==> src/rtl/div3_serial_if.sv <==
// Valid/ready bus for the serial divisible-by-3 unit: one word in, one
// word/remainder/flag result out.
interface div3_serial_if #(
    parameter int DATA_W = 8
);
    logic              in_valid;
    logic              in_ready;
    logic [DATA_W-1:0] in_data;
    logic              out_valid;
    logic              out_ready;
    logic [DATA_W-1:0] out_data;
    logic [1:0]        out_rem;
    logic              out_div;

    modport slave (
        input  in_valid, in_data, out_ready,
        output in_ready, out_valid, out_data, out_rem, out_div
    );

    modport master (
        output in_valid, in_data, out_ready,
        input  in_ready, out_valid, out_data, out_rem, out_div
    );
endinterface

==> src/rtl/div3_serial.sv <==
// Bit-serial word mod 3 (MSB first) with a saturating count of delivered
// divisible results. One word in flight; DATA_W+2 cycles minimum per word.
module div3_serial #(
    parameter int DATA_W = 8,
    parameter int CNT_W  = 16
) (
    input  logic             clk,
    input  logic             rst,
    div3_serial_if.slave     bus,
    output logic [CNT_W-1:0] div_cnt
);
    localparam int BW = (DATA_W > 1) ? $clog2(DATA_W) : 1;
    localparam logic [BW-1:0]    BIT_LAST = BW'(DATA_W - 1);
    localparam logic [BW-1:0]    BIT_ONE  = BW'(1);
    localparam logic [CNT_W-1:0] CNT_ONE  = CNT_W'(1);

    localparam logic [1:0] IDLE  = 2'd0;
    localparam logic [1:0] SHIFT = 2'd1;
    localparam logic [1:0] DONE  = 2'd2;

    logic [1:0]        state;
    logic [DATA_W-1:0] shreg;
    logic [DATA_W-1:0] data_q;
    logic [1:0]        rem;
    logic [1:0]        rem_nxt;
    logic [1:0]        rem_q;
    logic              div_q;
    logic [BW-1:0]     bitcnt;

    // rem_next = (2*rem + bit) mod 3; rem never reaches 3
    always_comb begin
        rem_nxt = 2'd0;
        case ({rem, shreg[DATA_W-1]})
            3'b000:  rem_nxt = 2'd0;
            3'b001:  rem_nxt = 2'd1;
            3'b010:  rem_nxt = 2'd2;
            3'b011:  rem_nxt = 2'd0;
            3'b100:  rem_nxt = 2'd1;
            3'b101:  rem_nxt = 2'd2;
            default: rem_nxt = 2'd0;
        endcase
    end

    always_ff @(posedge clk) begin
        if (rst) begin
            state   <= IDLE;
            shreg   <= '0;
            data_q  <= '0;
            rem     <= 2'd0;
            rem_q   <= 2'd0;
            div_q   <= 1'b0;
            bitcnt  <= '0;
            div_cnt <= '0;
        end else begin
            case (state)
                IDLE: begin
                    if (bus.in_valid) begin
                        shreg  <= bus.in_data;
                        data_q <= bus.in_data;
                        rem    <= 2'd0;
                        bitcnt <= BIT_LAST;
                        state  <= SHIFT;
                    end
                end
                SHIFT: begin
                    rem    <= rem_nxt;
                    shreg  <= shreg << 1;
                    bitcnt <= bitcnt - BIT_ONE;
                    if (bitcnt == '0) begin
                        rem_q <= rem_nxt;
                        div_q <= (rem_nxt == 2'd0);
                        state <= DONE;
                    end
                end
                DONE: begin
                    // The accept of the next word waits for IDLE on the following cycle
                    if (bus.out_ready) begin
                        if (div_q && (div_cnt != '1))
                            div_cnt <= div_cnt + CNT_ONE;
                        state <= IDLE;
                    end
                end
                default: state <= IDLE;
            endcase
        end
    end

    assign bus.in_ready  = (state == IDLE);
    assign bus.out_valid = (state == DONE);
    assign bus.out_data  = data_q;
    assign bus.out_rem   = rem_q;
    assign bus.out_div   = div_q;
endmodule

==> src/flat_wrapper.sv <==
// flat-port wrapper written by rule: the top's interface ports become plain ports
module div3_serial_flat 
#(
    parameter int DATA_W = 8,
    parameter int CNT_W  = 16
)
  (clk, rst, div_cnt, bus_in_valid, bus_in_data, bus_out_ready, bus_in_ready, bus_out_valid, bus_out_data, bus_out_rem, bus_out_div);
  div3_serial_if #(.DATA_W(DATA_W)) bus_i ();
  input  logic clk;
  input  logic rst;
  output logic [CNT_W-1:0] div_cnt;
  input wire logic [$bits(bus_i.in_valid)-1:0] bus_in_valid;
  input wire logic [$bits(bus_i.in_data)-1:0] bus_in_data;
  input wire logic [$bits(bus_i.out_ready)-1:0] bus_out_ready;
  output wire logic [$bits(bus_i.in_ready)-1:0] bus_in_ready;
  output wire logic [$bits(bus_i.out_valid)-1:0] bus_out_valid;
  output wire logic [$bits(bus_i.out_data)-1:0] bus_out_data;
  output wire logic [$bits(bus_i.out_rem)-1:0] bus_out_rem;
  output wire logic [$bits(bus_i.out_div)-1:0] bus_out_div;
  assign bus_i.in_valid = bus_in_valid;
  assign bus_i.in_data = bus_in_data;
  assign bus_i.out_ready = bus_out_ready;
  assign bus_in_ready = bus_i.in_ready;
  assign bus_out_valid = bus_i.out_valid;
  assign bus_out_data = bus_i.out_data;
  assign bus_out_rem = bus_i.out_rem;
  assign bus_out_div = bus_i.out_div;
  div3_serial #(.DATA_W(DATA_W), .CNT_W(CNT_W)) u_core (.clk(clk), .rst(rst), .bus(bus_i), .div_cnt(div_cnt));
endmodule
==> config.mk <==
export PLATFORM = sky130hd
export DESIGN_NAME = div3_serial_flat
export DESIGN_NICKNAME = d
export VERILOG_FILES = /design/src/rtl/div3_serial_if.sv /design/src/rtl/div3_serial.sv /design/src/flat_wrapper.sv
export SDC_FILE = /design/constraint.sdc
export NUM_CORES = 1
export LEC_CHECK = 0
export ABC_AREA = 0
export ABC_CLOCK_PERIOD_IN_PS = 2100
export CORE_MARGIN = 5
export CORE_UTILIZATION = 25
export CTS_BUF_LIST = sky130_fd_sc_hd__clkbuf_16
export CTS_CLUSTER_SIZE = 30
export DETAILED_ROUTE_END_ITERATION = 8
export SLEW_MARGIN = 20
export SYNTH_ARGS = -nofsm -noshare
export SYNTH_HDL_FRONTEND = slang
export SYNTH_SLANG_ARGS = --single-unit
==> constraint.sdc <==
create_clock -name clk -period 2.1 [get_ports clk]
set_input_delay 0.42 -clock clk [delete_from_list [all_inputs] [get_ports clk]]
set_output_delay 0.42 -clock clk [all_outputs]
set_load 0.005 [all_outputs]
---- After elaboration in Yosys (flattened, before gate mapping) ----
Cells that the tools add are included.
operators by class
  add/sub/neg operators ................... 2
  eq/ne operators ......................... 10
  muxes and demuxes ....................... 11
  reduce and logical (&&, ||, !) cells .... 12
operator list
  kind                                               number
  adder 16 x 1 -> 16 bit (second input constant)     1
  != test 16 bit (second input constant)             1
  case mux 8 bit (2 select lines)                    1
  two-way mux 2 bit                                  4
  two-way mux 8 bit                                  1
  case mux 2 bit (2 select lines)                    2
  == test 3 bit (second input constant)              2
  case mux 2 bit (3 select lines)                    1
  case mux 3 bit (2 select lines)                    1
  AND reduction 2 bit                                3
  AND reduction 3 bit                                2
  logical NOT 2 bit                                  2
  != test 2 bit (second input constant)              2
  OR reduction 2 bit                                 2
  == test 3 x 1 -> 1 bit (second input constant)     1
  == test 3 x 2 -> 1 bit (second input constant)     1
  logical NOT 3 bit                                  1
  two-way mux 3 bit                                  1
  subtractor 3 x 1 -> 3 bit (second input constant)  1
  == test 2 x 1 -> 1 bit (second input constant)     1
  == test 2 bit (second input constant)              1
  != test 2 x 1 -> 1 bit (second input constant)     1
  nonzero test 2 bit                                 1
  logical AND 1 bit                                  1
storage, ports and cells
  bits in registers ....................... 42
  bits of input ports ..................... 12
  logic and storage cells ................. 43

---- Longest topological paths before layout ----
Gate-level depths: netlist (run 1).
  depth after elaboration ................. 4
  gate-level depth with buffers ........... 6

---- Worst setup path before layout (run 1) ----
No wires, ideal clock.
  path type ............................... reg2reg
  from .................................... register u_core.div_cnt[0]
  to ...................................... register u_core.div_cnt[2]
  arrival ................................. 1.728 ns
  data required time ...................... 1.979 ns
  slack ................................... 0.252 ns
  stages on the path, launching flop included .. 6
  path buffers ............................ 0
  cells stage by stage .................... dfxtp_1 ha_1 nand4_1 nor4_2 nor3b_1 mux2_2
between the ends
  cells in the longest elaborated chain, start to end .. 3
  elaborated cells between the ends (all ways) .. 4
  classes of those cells .................. add/sub (1); eq/ne (1); reduce/logical (2)
RTL lines
  item                                                            line               RTL
  start, declared                                                 div3_serial.sv:10  output logic [CNT_W-1:0] div_cnt
  start signal, assigned                                          div3_serial.sv:79  div_cnt <= div_cnt + CNT_ONE;
  branches (longest 3 deep; another with adder 16 x 1 -> 16 bit)  --
Parallel ways; which one is timed is not known.
A chain may end at the register's enable or synchronous reset.

---- Worst setup path in the final report (run 1) ----
  from .................................... input bus_out_ready
  to ...................................... register u_core.div_cnt[9]
between the ends
  cells in the longest elaborated chain, start to end .. 1
RTL lines
  item                           line                RTL
  start, declared                flat_wrapper.sv:14  input wire logic [$bits(bus_i.out_ready)-1:0] bus_out_ready;
  AND reduction 3 bit (no line)  --
No other way between the ends.

==> results of run 1 <==
[sequential cells by signal, indices dropped and copies added (netlist names)]
| signal | count |
|---|---|
| u_core.bitcnt | 3 |
| u_core.bus.out_data | 8 |
| u_core.bus.out_div | 1 |
| u_core.bus.out_rem | 2 |
| u_core.div_cnt | 16 |
| u_core.rem | 2 |
| u_core.shreg | 8 |
| u_core.state | 2 |
[kinds of logic after synthesis]
group	synth area share
and+or+nand+nor	0.277
AOI/OAI and AO/OA	0.177
DFF	0.457
buffers and inverters	0.0312
muxes	0.0231
xor gates and xnor gates	0.0143
adders and majority gates	0.0204
[critical path: cells and delay by family]
family                 cells  cell delay (ns)
AO/OA/AOI/OAI              1             0.14
buffers and inverters      1             0.50
AND/OR/NAND/NOR            3             1.12
[final timing paths]
check	to	slack, ns	start	cells after the start
setup / recovery	u_core.div_cnt[9]	0.14	bus_out_ready	5
hold / removal	u_core.bus.out_data[6]	0.46	u_core.bus.out_data[6]	2
setup reg to reg	u_core.div_cnt[9]	0.20	u_core.div_cnt[6]	4
hold reg to reg	u_core.bus.out_data[6]	0.46	u_core.bus.out_data[6]	2
[layout by cell type (no fill, tap or decap), types with 5 or more instances in the layout]
cell type,n
nand3_1,9
nor3_1,7
inv_1,7
dfxtp_1,42
clkbuf_16,5
a31oi_1,9
buf_4,11
clkdlybuf4s50_1,40
o31ai_1,5
a21oi_1,22
nand2_1,40
nor2_1,15
a211oi_1,5
[power breakdown]
| part | leakage [nW] | switching, mW | total, mW | internal (mW) |
|---|---|---|---|---|
| clock | 0.0812 | 0.320 | 0.876 | 0.557 |
| sequential | 0.342 | 0.0280 | 0.866 | 0.838 |
| combinational | 0.472 | 0.108 | 0.212 | 0.104 |
| total | 0.896 | 0.456 | 1.95 | 1.50 |
[metal layers]
layer  vias up  wire length (um)  GRT usage
met2        46              2120      0.174
li1        879                 -          -
met1       780              2180      0.129
met4         0                51     0.0415
met5         -                 0          0
met3         6               298     0.0367
[area by class of cell]
class	count	area (um2)	share of cell area
clock buffer	5	125	0.0485
timing repair buffer	51	483	0.187
multi-input combinational	162	943	0.366
sequential	42	841	0.326
tap	99	124	0.0480
inverter	6	22.5	0.00873
clock inverter	3	41.3	0.0160
[cells in the mapped netlist, types with 2 or more instances]
master and instances:
or3_1 3, or2_2 2, nor2b_1 4, nand2_1 40, nand4_1 2, o31ai_1 5
inv_1 6, a21oi_1 22, xnor2_1 2, dfxtp_1 42, or4_1 3, nor3b_1 3
a211oi_1 5, mux2i_1 2, clkbuf_1 8, o21ai_0 4, ha_1 3, mux2_2 2
nor2_1 15, a31oi_1 9, nor3_1 7, nand3_1 9
==> results.tsv, run 1 <==
stage	metric	value	unit
floorplanning	Initial Utilization	0.255	
cells_and_area	Nets	283	
placed_design	post-DP HPWL	3.28	mm
timing	final setup margin	0.138	ns
grt	GRT overflow	0	
route	DR WL/cell	12.6	um
yosys	Gate Count Post-Synth	219	
yosys	Netlist Area Pre-Place	0.00184	mm2
yosys	Seq/Total Area, Yosys	0.457	
floorplanning	die height	95.8	um
setup_path	CP Class	in -> reg	
clock_tree	post-CTS resize count	0	
grt	total track usage	0.107	
setup_path	Critical Path AT	2.18	ns
clock_tree	CTS tree	built	
grt	largest net degree at the start of global routing	22	
cells_and_area	fin area	0.00258	mm2
timing	pins over their slew limit	0	
timing	Slew HR	0.563	
clock_tree	CTS root buffer	clkbuf_16	
yosys	top cells by area, synth	dfxtp_1, nand2_1, a21oi_1	
yosys	Net Count, Synth	234	
run_status	status	complete, no violations	
yosys	fraction of registers with async set/reset	0	
floorplanning	full die area	0.00918	mm2
clock_tree	worst-skew pair later-pin latency	0.28	ns
yosys	area leader, netlist	dfxtp_1	
placed_design	GP Congestion	0.751	
clock_tree	number of CTS-inserted buffers	5	
setup_path	Worst EP required	2.32	ns
hold_path	hold crit path type	reg -> reg	
timing	Clock Skews	0.00496	ns
floorplanning	core footprint	0.00721	mm2
cells_and_area	area delta synth->final	40.1	%
clock_tree	clk sinks	42	
placed_design	Post-Place Cells	360	
floorplanning	io pins	41	
power	total power	1.95	mW
power	P per Cell Area	758	mW/mm2
floorplanning	die width	95.8	um
route	DRT iter0 DRCs	61	
timing	fin crit period	1.96	ns
yosys	Synth Register Bits	42	
cells_and_area	Post-Layout Cell Count	368	
yosys	Post-synth EDFFs	0	
setup_path	Max Fanout on Critical Path	5	
grt	initial antenna violation count	0	
timing	Final setup viols	0	
yosys	Yosys warning total	0	
setup_path	CP Cell Sequence	clkdlybuf4s50_1, nand4b_2, or4b_1, or3_1, a21oi_1	
yosys	area share of the largest cell type after synthesis	0.457	
floorplanning	placement row count	31	
route	Post-DRT Antenna Nets	0	
clock_tree	Clk pin slew, worst setup/hold paths	0.06	ns
grt	vias in the first global route	1745	
setup_path	Critical Path Start Type	input port	
placed_design	pre-CTS setup slack	-0.167	ns
yosys	Avg Inst Size Synth	8.41	um2
placed_design	# port buffers	40	
route	Vias per Instance	4.65	
cells_and_area	fin util	0.358	
cells_and_area	Filler cells	776	
timing	Fmax	510	MHz
yosys	post-synth cell types	43	
clock_tree	cts hold-fix bufs	0	
setup_path	CP max-delay cell	or4b_1	
route	DRT Pass-1 Iters	4	
route	vias	1711	
grt	first-pass GRT wire length	7.72	mm
cells_and_area	ant diodes	0	
setup_path	critical path's largest stage delay	0.61	ns
route	drt total wl	4.65	mm
clock_tree	Clock Tree Buf Depth	2	
cells_and_area	layout cells sized above 1	0.108	
setup_path	Critical Path End Type	register	
placed_design	post-place instance area	0.00241	mm2
timing	RSZ-0062 raised after global routing	no	
timing	setup total negative slack	0	ns
route	DR DRC count	0	
timing	Final period util	0.934	
power	Peak VDD IR	509	uV
flow_run	maxcap violations	0	
timing	Hold Slack	0.457	ns
yosys	Main synth FF type	dfxtp_1	
timing	Slew @ Worst Pin	0.654	ns
power	Static Leakage	0.896	nW
clock_tree	H-tree level count	2	
timing	final hold vios	0	
clock_tree	Post-CTS Setup Repair Bufs	0	
No activity file was read; power rests on OpenSTA's default activity.
==> run 2: changes to the inputs <==
--- a/config.mk
+++ b/config.mk
@@ -12,7 +12,7 @@
 export CTS_BUF_LIST = sky130_fd_sc_hd__clkbuf_16
 export CTS_CLUSTER_SIZE = 30
 export DETAILED_ROUTE_END_ITERATION = 8
-export SLEW_MARGIN = 20
+export SLEW_MARGIN = 40
 export SYNTH_ARGS = -nofsm -noshare
 export SYNTH_HDL_FRONTEND = slang
 export SYNTH_SLANG_ARGS = --single-unit
==> results of run 2 <==
No change in the layout: final DEF, timing and power equal those of run 1.
